--- config.mk ---
export PLATFORM = sky130hd
export DESIGN_NAME = mem_stream_loader
export DESIGN_NICKNAME = d
export VERILOG_FILES = /design/src/rtl/mem_stream_loader.sv
export SDC_FILE = /design/constraint.sdc
export NUM_CORES = 1
export LEC_CHECK = 0
export CORE_ASPECT_RATIO = 0.75
export CORE_MARGIN = 2
export CORE_UTILIZATION = 55
export CTS_BUF_LIST = sky130_fd_sc_hd__clkbuf_4 sky130_fd_sc_hd__clkbuf_8 sky130_fd_sc_hd__clkbuf_16
export CTS_CLUSTER_SIZE = 30
export DETAILED_ROUTE_END_ITERATION = 10
export PLACE_DENSITY = 0.78
export REMOVE_ABC_BUFFERS = 1
export SLEW_MARGIN = 15
export SYNTH_ARGS = -nofsm -noshare
export SYNTH_HDL_FRONTEND = slang
export SYNTH_SLANG_ARGS = --single-unit
--- constraint.sdc ---
create_clock -name clock -period 7.8 [get_ports clock]
set_input_delay 1.56 -clock clock [delete_from_list [all_inputs] [get_ports clock]]
set_output_delay 1.56 -clock clock [all_outputs]
set_load 0.01 [all_outputs]
--- src/rtl/mem_stream_loader.sv ---
// Streams a little-endian program image (word count, then words) into data memory and holds the CPU
// in reset until the image is written. Define LOADER_CHECKSUM_EN to require a trailing 8-bit sum byte.
module mem_stream_loader #(
    parameter logic [31:0] BASE_ADDR = 32'h0000_0000,
    parameter int unsigned MAX_WORDS = 4096
) (
    input  logic        clock,
    input  logic        reset_n,
    input  logic        io_start,
    input  logic        io_byte_valid,
    input  logic [7:0]  io_byte_data,
    output logic        io_byte_ready,
    output logic [31:0] io_datamem_addr,
    output logic        io_datamem_wen,
    output logic [31:0] io_datamem_wdata,
    output logic        io_cpu_hold,
    output logic        io_busy,
    output logic        io_done,
    output logic        io_error
);

    typedef enum logic [2:0] {
        S_IDLE,
        S_LEN,
        S_DATA,
        S_WRITE,
`ifdef LOADER_CHECKSUM_EN
        S_CSUM,
`endif
        S_DONE,
        S_ERR
    } state_t;

    // State entered once the last word (or an empty header) has been consumed.
`ifdef LOADER_CHECKSUM_EN
    localparam state_t S_FIN = S_CSUM;
`else
    localparam state_t S_FIN = S_DONE;
`endif

    state_t      state_q, state_d;
    logic [23:0] shift_q, shift_d;
    logic [1:0]  bcnt_q, bcnt_d;
    logic [31:0] nwords_q, nwords_d;
    logic [31:0] idx_q, idx_d;
    logic [31:0] addr_q, addr_d;
    logic [31:0] wdata_q, wdata_d;
    logic        wen_q, wen_d;
    logic        ready_q, ready_d;
    logic        busy_q, busy_d;
    logic        hold_q, hold_d;
    logic        done_q, done_d;
    logic        error_q, error_d;
`ifdef LOADER_CHECKSUM_EN
    logic [7:0]  csum_q, csum_d;
`endif

    logic        fire;
    logic [31:0] word;

    always_comb begin
        state_d  = state_q;
        shift_d  = shift_q;
        bcnt_d   = bcnt_q;
        nwords_d = nwords_q;
        idx_d    = idx_q;
        addr_d   = addr_q;
        wdata_d  = wdata_q;
        wen_d    = 1'b0;
`ifdef LOADER_CHECKSUM_EN
        csum_d   = csum_q;
`endif
        fire = io_byte_valid && ready_q;
        // Bytes arrive LSB first, so each new byte lands in the top lane.
        word = {io_byte_data, shift_q};
        if (fire) begin
            shift_d = word[31:8];
            bcnt_d  = bcnt_q + 2'd1;
`ifdef LOADER_CHECKSUM_EN
            csum_d  = csum_q + io_byte_data;
`endif
        end

        case (state_q)
            S_IDLE, S_DONE, S_ERR: begin
                if (io_start) begin
                    state_d  = S_LEN;
                    bcnt_d   = 2'd0;
                    idx_d    = 32'd0;
                    nwords_d = 32'd0;
                    addr_d   = BASE_ADDR;
`ifdef LOADER_CHECKSUM_EN
                    csum_d   = 8'd0;
`endif
                end
            end
            S_LEN: begin
                if (fire && bcnt_q == 2'd3) begin
                    nwords_d = word;
                    if (word > 32'(MAX_WORDS))
                        state_d = S_ERR;
                    else if (word == 32'd0)
                        state_d = S_FIN;
                    else
                        state_d = S_DATA;
                end
            end
            S_DATA: begin
                if (fire && bcnt_q == 2'd3) begin
                    state_d = S_WRITE;
                    wen_d   = 1'b1;
                    addr_d  = BASE_ADDR + {idx_q[29:0], 2'b00};
                    wdata_d = word;
                end
            end
            S_WRITE: begin
                idx_d   = idx_q + 32'd1;
                state_d = (idx_d == nwords_q) ? S_FIN : S_DATA;
            end
`ifdef LOADER_CHECKSUM_EN
            S_CSUM: begin
                if (fire)
                    state_d = (io_byte_data == csum_q) ? S_DONE : S_ERR;
            end
`endif
            default: state_d = S_IDLE;
        endcase

        // Status outputs are registered as a function of the next state.
        ready_d = (state_d == S_LEN) || (state_d == S_DATA);
`ifdef LOADER_CHECKSUM_EN
        ready_d = ready_d || (state_d == S_CSUM);
`endif
        busy_d  = ready_d || (state_d == S_WRITE);
        hold_d  = (state_d != S_DONE);
        done_d  = (state_d == S_DONE);
        error_d = (state_d == S_ERR);
    end

    always_ff @(posedge clock or negedge reset_n) begin
        if (!reset_n) begin
            state_q  <= S_IDLE;
            shift_q  <= '0;
            bcnt_q   <= '0;
            nwords_q <= '0;
            idx_q    <= '0;
            addr_q   <= BASE_ADDR;
            wdata_q  <= '0;
            wen_q    <= 1'b0;
            ready_q  <= 1'b0;
            busy_q   <= 1'b0;
            hold_q   <= 1'b1;
            done_q   <= 1'b0;
            error_q  <= 1'b0;
`ifdef LOADER_CHECKSUM_EN
            csum_q   <= '0;
`endif
        end else begin
            state_q  <= state_d;
            shift_q  <= shift_d;
            bcnt_q   <= bcnt_d;
            nwords_q <= nwords_d;
            idx_q    <= idx_d;
            addr_q   <= addr_d;
            wdata_q  <= wdata_d;
            wen_q    <= wen_d;
            ready_q  <= ready_d;
            busy_q   <= busy_d;
            hold_q   <= hold_d;
            done_q   <= done_d;
            error_q  <= error_d;
`ifdef LOADER_CHECKSUM_EN
            csum_q   <= csum_d;
`endif
        end
    end

    assign io_byte_ready    = ready_q;
    assign io_datamem_addr  = addr_q;
    assign io_datamem_wen   = wen_q;
    assign io_datamem_wdata = wdata_q;
    assign io_cpu_hold      = hold_q;
    assign io_busy          = busy_q;
    assign io_done          = done_q;
    assign io_error         = error_q;

endmodule

Word level (Yosys, flattened, before mapping)
Index checks and enable logic that the tools add are counted.
{"block": "totals", "register_bits": 163, "input_bits": 12, "output_inout_bits": 70}
{"block": "op_classes", "n_addsub": 2, "n_lt_le_gt_ge": 1, "eq_ne": 16, "n_mux": 18, "reduce_logical": 14}
{"operator": "$pmux W32 S2", "count": 3}
{"operator": "$mux W32", "count": 3}
{"operator": "$add A32 B1 Y32 const B", "count": 1}
{"operator": "$eq A32 B32 Y1", "count": 1}
{"operator": "$gt A32 B13 Y1 const B", "count": 1}
{"operator": "$logic_not A32 Y1", "count": 1}
{"operator": "$mux W3", "count": 6}
{"operator": "$eq A3 B2 Y1 const B", "count": 4}
{"operator": "$eq A3 B3 Y1 const B", "count": 4}
{"operator": "$pmux W3 S4", "count": 1}
{"operator": "$eq A3 B1 Y1 const B", "count": 2}
{"operator": "$mux W2", "count": 3}
{"operator": "$ne A2 B2 Y1 const B", "count": 3}
{"operator": "$reduce_and A3 Y1", "count": 2}
{"operator": "$reduce_bool A2 Y1", "count": 3}
{"operator": "$reduce_and A2 Y1", "count": 2}
{"operator": "$logic_not A3 Y1", "count": 1}
{"operator": "$ne A3 B3 Y1 const B", "count": 1}
{"operator": "$reduce_or A3 Y1", "count": 1}
{"operator": "$add A2 B1 Y2 const B", "count": 1}
{"operator": "$eq A2 B2 Y1 const B", "count": 1}
{"operator": "$logic_and A1 B1 Y1", "count": 2}
{"operator": "$logic_or A1 B1 Y1", "count": 2}
{"operator": "$mux W1", "count": 2}

Longest topological paths before layout
{"block": "depth", "ltp_word": 8, "mapped_depth": 10, "depth_no_buf": 9}

Least setup slack after synthesis
No wires, ideal clock.
{"block": "synth_timing", "path_type": "in2reg", "startpoint": "input port io_byte_valid", "endpoint": "register wdata_q[24] (netlist: io_datamem_wdata[24])", "arrival_time_ns": 2.830, "setup_slack_ns": 4.845, "cell_stages": 5, "path_cell_list": "and3_1 > and2_1 > clkbuf_1 > clkbuf_1 > mux2_2"}
{"block": "synth_via", "elab_chain_len": 3}
{"element": "from (decl)", "line_no": "10", "source": "input logic io_byte_valid,"}
{"element": "$logic_and A1 B1 Y1", "line_no": "73", "source": "fire = io_byte_valid && ready_q;"}
{"element": "$logic_and A1 B1 Y1", "line_no": "109", "source": "if (fire && bcnt_q == 2'd3) begin"}
{"element": "$reduce_and A2 Y1 (no line)"}
{"element": "to (signal assigned)", "line_no": "165", "source": "wdata_q <= wdata_d;"}
{"element": "to (decl)", "line_no": "47", "source": "logic [31:0] wdata_q, wdata_d;"}
Every way passes these cells.
A chain may end at the register's enable or synchronous reset.

Worst setup path in the final report
{"block": "layout_timing", "startpoint": "register idx_q[10]", "endpoint": "register ready_q (netlist: io_byte_ready)"}
{"block": "layout_via", "elab_chain_len": 6, "word_cells_on_any_way": 7, "classes_between": "add/sub (1); eq/ne (3); mux (2); reduce/logical (1)"}
{"element": "from (decl)", "line_no": "45", "source": "logic [31:0] idx_q, idx_d;"}
{"element": "from (signal assigned)", "line_no": "163", "source": "idx_q <= idx_d;"}
{"element": "$add A32 B1 Y32 (*)", "line_no": "117", "source": "idx_d = idx_q + 32'd1;"}
{"element": "$eq A32 B32 Y1 (*)", "line_no": "118", "source": "state_d = (idx_d == nwords_q) ? S_FIN : S_DATA;"}
{"element": "$mux W3 (*)", "line_no": "118"}
{"element": "$pmux W3 S4 (*)", "line_no": "84", "source": "case (state_q)"}
{"element": "via state_d[2]", "line_no": "41", "source": "state_t state_q, state_d;"}
{"element": "$eq A3 B1 Y1 / $eq A3 B2 Y1 (equally long branches)", "line_no": "130", "source": "ready_d = (state_d == S_LEN) || (state_d == S_DATA);"}
{"element": "$logic_or A1 B1 Y1 (*)", "line_no": "130"}
{"element": "via ready_d", "line_no": "49", "source": "logic ready_q, ready_d;"}
{"element": "to (signal assigned)", "line_no": "167", "source": "ready_q <= ready_d;"}
{"element": "to (decl)", "line_no": "49"}
The timed path passes the listed nets; every way through them passes the cells marked *.

==> results by group <==
Finish
  – Fillcell total: 1087
  – Multi-input gate area: between 3000 and 4000 sq um
  – Layout cells sized above 1: 13.12%
  – Layout Nets: 862
  – Area delta synth->final: 19.05%
  – Final cell count without fillers: 1036
  – Diode count: 0
  – Sequential cell area: a little over 4000 sq um

Timing
  – Final Hold Vio Count: 0
  – Final setup viols: 0
  – Worst Skew: 6.717 ps
  – Final worst path period need: between 3000 and 4000 ps
  – Tcrit/Tclk final: 43.31%
  – Setup tns final: 0 ps
  – Max_slew headroom: 21.62%
  – Hold slack final: 474.4 ps
  – Worst-Margin Slew: 1165 ps
  – Pins Over Slew Limit: 0
  – Final worst setup slack: 4422 ps
  – FMAX: 0.2960 GHz
  – Unrepaired setup endpoints after global routing: no

Floorplanning
  – Die ar.: 15080 sq um
  – Initial Utilization: between 50% and 60%
  – Area of the core: 13750 sq um
  – IO Count: 82
  – Die H: 106.9 um
  – Die width: 141.1 um
  – Row cnt: 37

CTS
  – Setup Fix Bufs, Post-CTS: 0
  – Maximum buffer depth of the clock tree: 2
  – Clock latency on the worst-skew pair: 430 ps
  – Clock sink count: 161
  – H-tree depth: 4
  – Clk pin slew, worst setup/hold paths: 70 ps
  – Post-CTS Resized: 0
  – Post-cts hold buffer count: 0
  – CTS tree: yes
  – Clk root buf: clkbuf_16
  – TritonCTS Buffers: 17

Placed design
  – Place WS: 3497 ps
  – Port buffer count: 79
  – Post-DP HPWL: 13890 um
  – Gp weighted congestion: 0.9470
  – Placed insts: 1003

Power
  – Maximum vdd drop: 213.8 uV
  – LEAKAGE: approximately 4 nW
  – Pwr dens: 312.6 nW/um^2

Drt
  – TritonRoute pass-1 iters: 5
  – Vias per inst: 5.931
  – Via count: approximately 6100
  – ANT nets after route: 0
  – DRT iter0 DRCs: 556
  – Routed WL: 20130 um
  – DRC viols: 0
  – Avg WL per Cell: roughly 19 um

Synth
  – Post-synth EDFFs: 0
  – Sequential area share after synthesis: 51.95%
  – Ys async rst share: 100.0%
  – Post-Syn Instances: 793
  – Synth unique cells: 55
  – Synth Flop Type: dfrtp_1
  – Synth Warn #: 0
  – Syn_area_per_cell: 9.782 sq um
  – Flops & latches, synth: ~160
  – Synthesized area: 7757 sq um

Critical path
  – Crit-path max FO: 10
  – Critical Path Source Type: flop
  – CP arrival: 3670 ps
  – Critical Path RT: ~8100 ps
  – Type of the worst setup path: flop to flop
  – FF-to-FF setup slack: 4420 ps
  – Type of element capturing the critical path: flop

GRT
  – Gr usage total: 28.39%
  – First-pass GRT wire length: roughly 33000 um
  – Antenna violations before repair: 0
  – Vias in the first global route: 5957
  – Total gr overflow: 0
  – Pin count of the biggest net entering global routing: 82

Worst hold path
  – Hold Crit Class: flop to flop

Status
  – Run status: finished, final reports clean

Job
  – Max-cap violations: 0
[critical path: stages (launching register included)]
cell	delay, ps
dfrtp_1	620
nand4_4	220
or4_4	610
a211o_1	320
or4_1	630
nor4_2	160
nand4_1	250
o31ai_4	320
nor3_1	100
[through the flow]
stage	util (%)	instance area, sq um	total power [mW]
final	67.17	9235	2.887
after global routing	67.17	9235	3.050
after CTS	67.02	9215	2.883
after detailed placement	62.72	8623	2.037
after global placement	62.72	8623	2.008
after floorplan	-	7511	1.719
[logic make-up (layout without fill, tap and decap cells)]
family | after synthesis | after routing | synth area share [%]
fa+ha+maj | 2 | 2 | 0.3225
mux | 59 | 59 | 8.516
xor+xnor | 51 | 51 | 5.758
buf+inv | 58 | 125 | 3.371
flops | 161 | 161 | 51.95
compound gates | 162 | 162 | 11.94
simple gates | 299 | 299 | 18.10
other cells | 1 | 2 | 0.04834
[report_power, final]
part           switching (mW)  internal [mW]  leakage [nW]
combinational           0.406          0.336          1.57
sequential              0.273           1.03          2.12
clock                   0.388          0.457         0.288
[sequential cells by signal (all words and copies together), names as in the netlist]
signal            flops
idx_q                32
io_datamem_wdata     32
nwords_q             32
io_datamem_addr      30
shift_q              24
state_q               3
bcnt_q                2
io_busy               1
io_byte_ready         1
io_cpu_hold           1
io_datamem_wen        1
io_done               1
io_error              1
[cell type report]
class	instances	share of cell area (%)
sequential	161	43.64
multi-input combinational	575	37.85
timing repair buffer	90	9.606
clock buffer	17	4.606
tap	175	2.371
clock inverter	15	1.802
inverter	3	0.1219
[metal layers]
metal  global-route usage (%)  share of wire [%]
met4                    7.357                1.0
met5                        0                  0
met2                    42.30                 45
met1                    41.41                 48
met3                    7.727                6.2
[final timing paths]
check | startpoint | endpoint | cells past startpoint
hold reg to reg | io_datamem_addr[29]$_DFFE_PN0P_ | io_datamem_addr[29]$_DFFE_PN0P_ | 2
setup reg to reg | idx_q[10]$_DFFE_PN0P_ | io_byte_ready$_DFF_PN0_ | 8
setup / recovery | idx_q[10]$_DFFE_PN0P_ | io_byte_ready$_DFF_PN0_ | 8
hold / removal | io_datamem_addr[29]$_DFFE_PN0P_ | io_datamem_addr[29]$_DFFE_PN0P_ | 2
min in group asynchronous | reset_n | io_datamem_addr[19]$_DFFE_PN0P_ | 1
max in group asynchronous | reset_n | io_datamem_wdata[0]$_DFFE_PN0P_ | 2
[synthesized netlist by cell type (all sizes together), types with 2 or more instances]
master / count / area [sq um]
a211oi: 2 / 15.01
a21oi: 22 / 110.1
a311oi: 2 / 17.52
a31oi: 6 / 37.54
and2: 7 / 43.80
and3: 11 / 68.82
and4: 4 / 35.03
buf: 13 / 92.58
clkbuf: 42 / 157.7
dfrtp: 160 / 4004
ha: 2 / 25.02
inv: 3 / 11.26
mux2: 56 / 630.6
mux2i: 3 / 30.03
nand2: 167 / 629.4
nand2b: 5 / 31.28
nand3: 18 / 95.09
nand3b: 2 / 15.01
nand4: 21 / 146.4
nor2: 29 / 108.9
nor3: 11 / 55.05
nor3b: 2 / 15.01
nor4: 15 / 106.4
o211a: 2 / 20.02
o211ai: 2 / 15.01
o21ai: 104 / 520.5
o22ai: 2 / 12.51
o31ai: 11 / 96.34
o41ai: 3 / 26.28
or4: 2 / 18.77
xnor2: 31 / 271.5
xor2: 20 / 175.2
[cells in the final DEF (no fill, tap or decap), drive strengths merged, types with 6 or more instances in the layout]
cell type | Yosys | routed
nand4 | 21 | 21
mux2 | 56 | 56
dfrtp | 160 | 160
nor4 | 15 | 15
clkbuf | 42 | 17
nand2 | 167 | 167
o31ai | 11 | 11
o21ai | 104 | 104
inv | 3 | 13
and2 | 7 | 7
nand3 | 18 | 18
and3 | 11 | 11
clkdlybuf4s50 | 0 | 78
nor2 | 29 | 29
a31oi | 6 | 6
xor2 | 20 | 20
nor3 | 11 | 11
xnor2 | 31 | 31
buf | 13 | 12
a21oi | 22 | 22
Power figures use the tool's default switching activity.
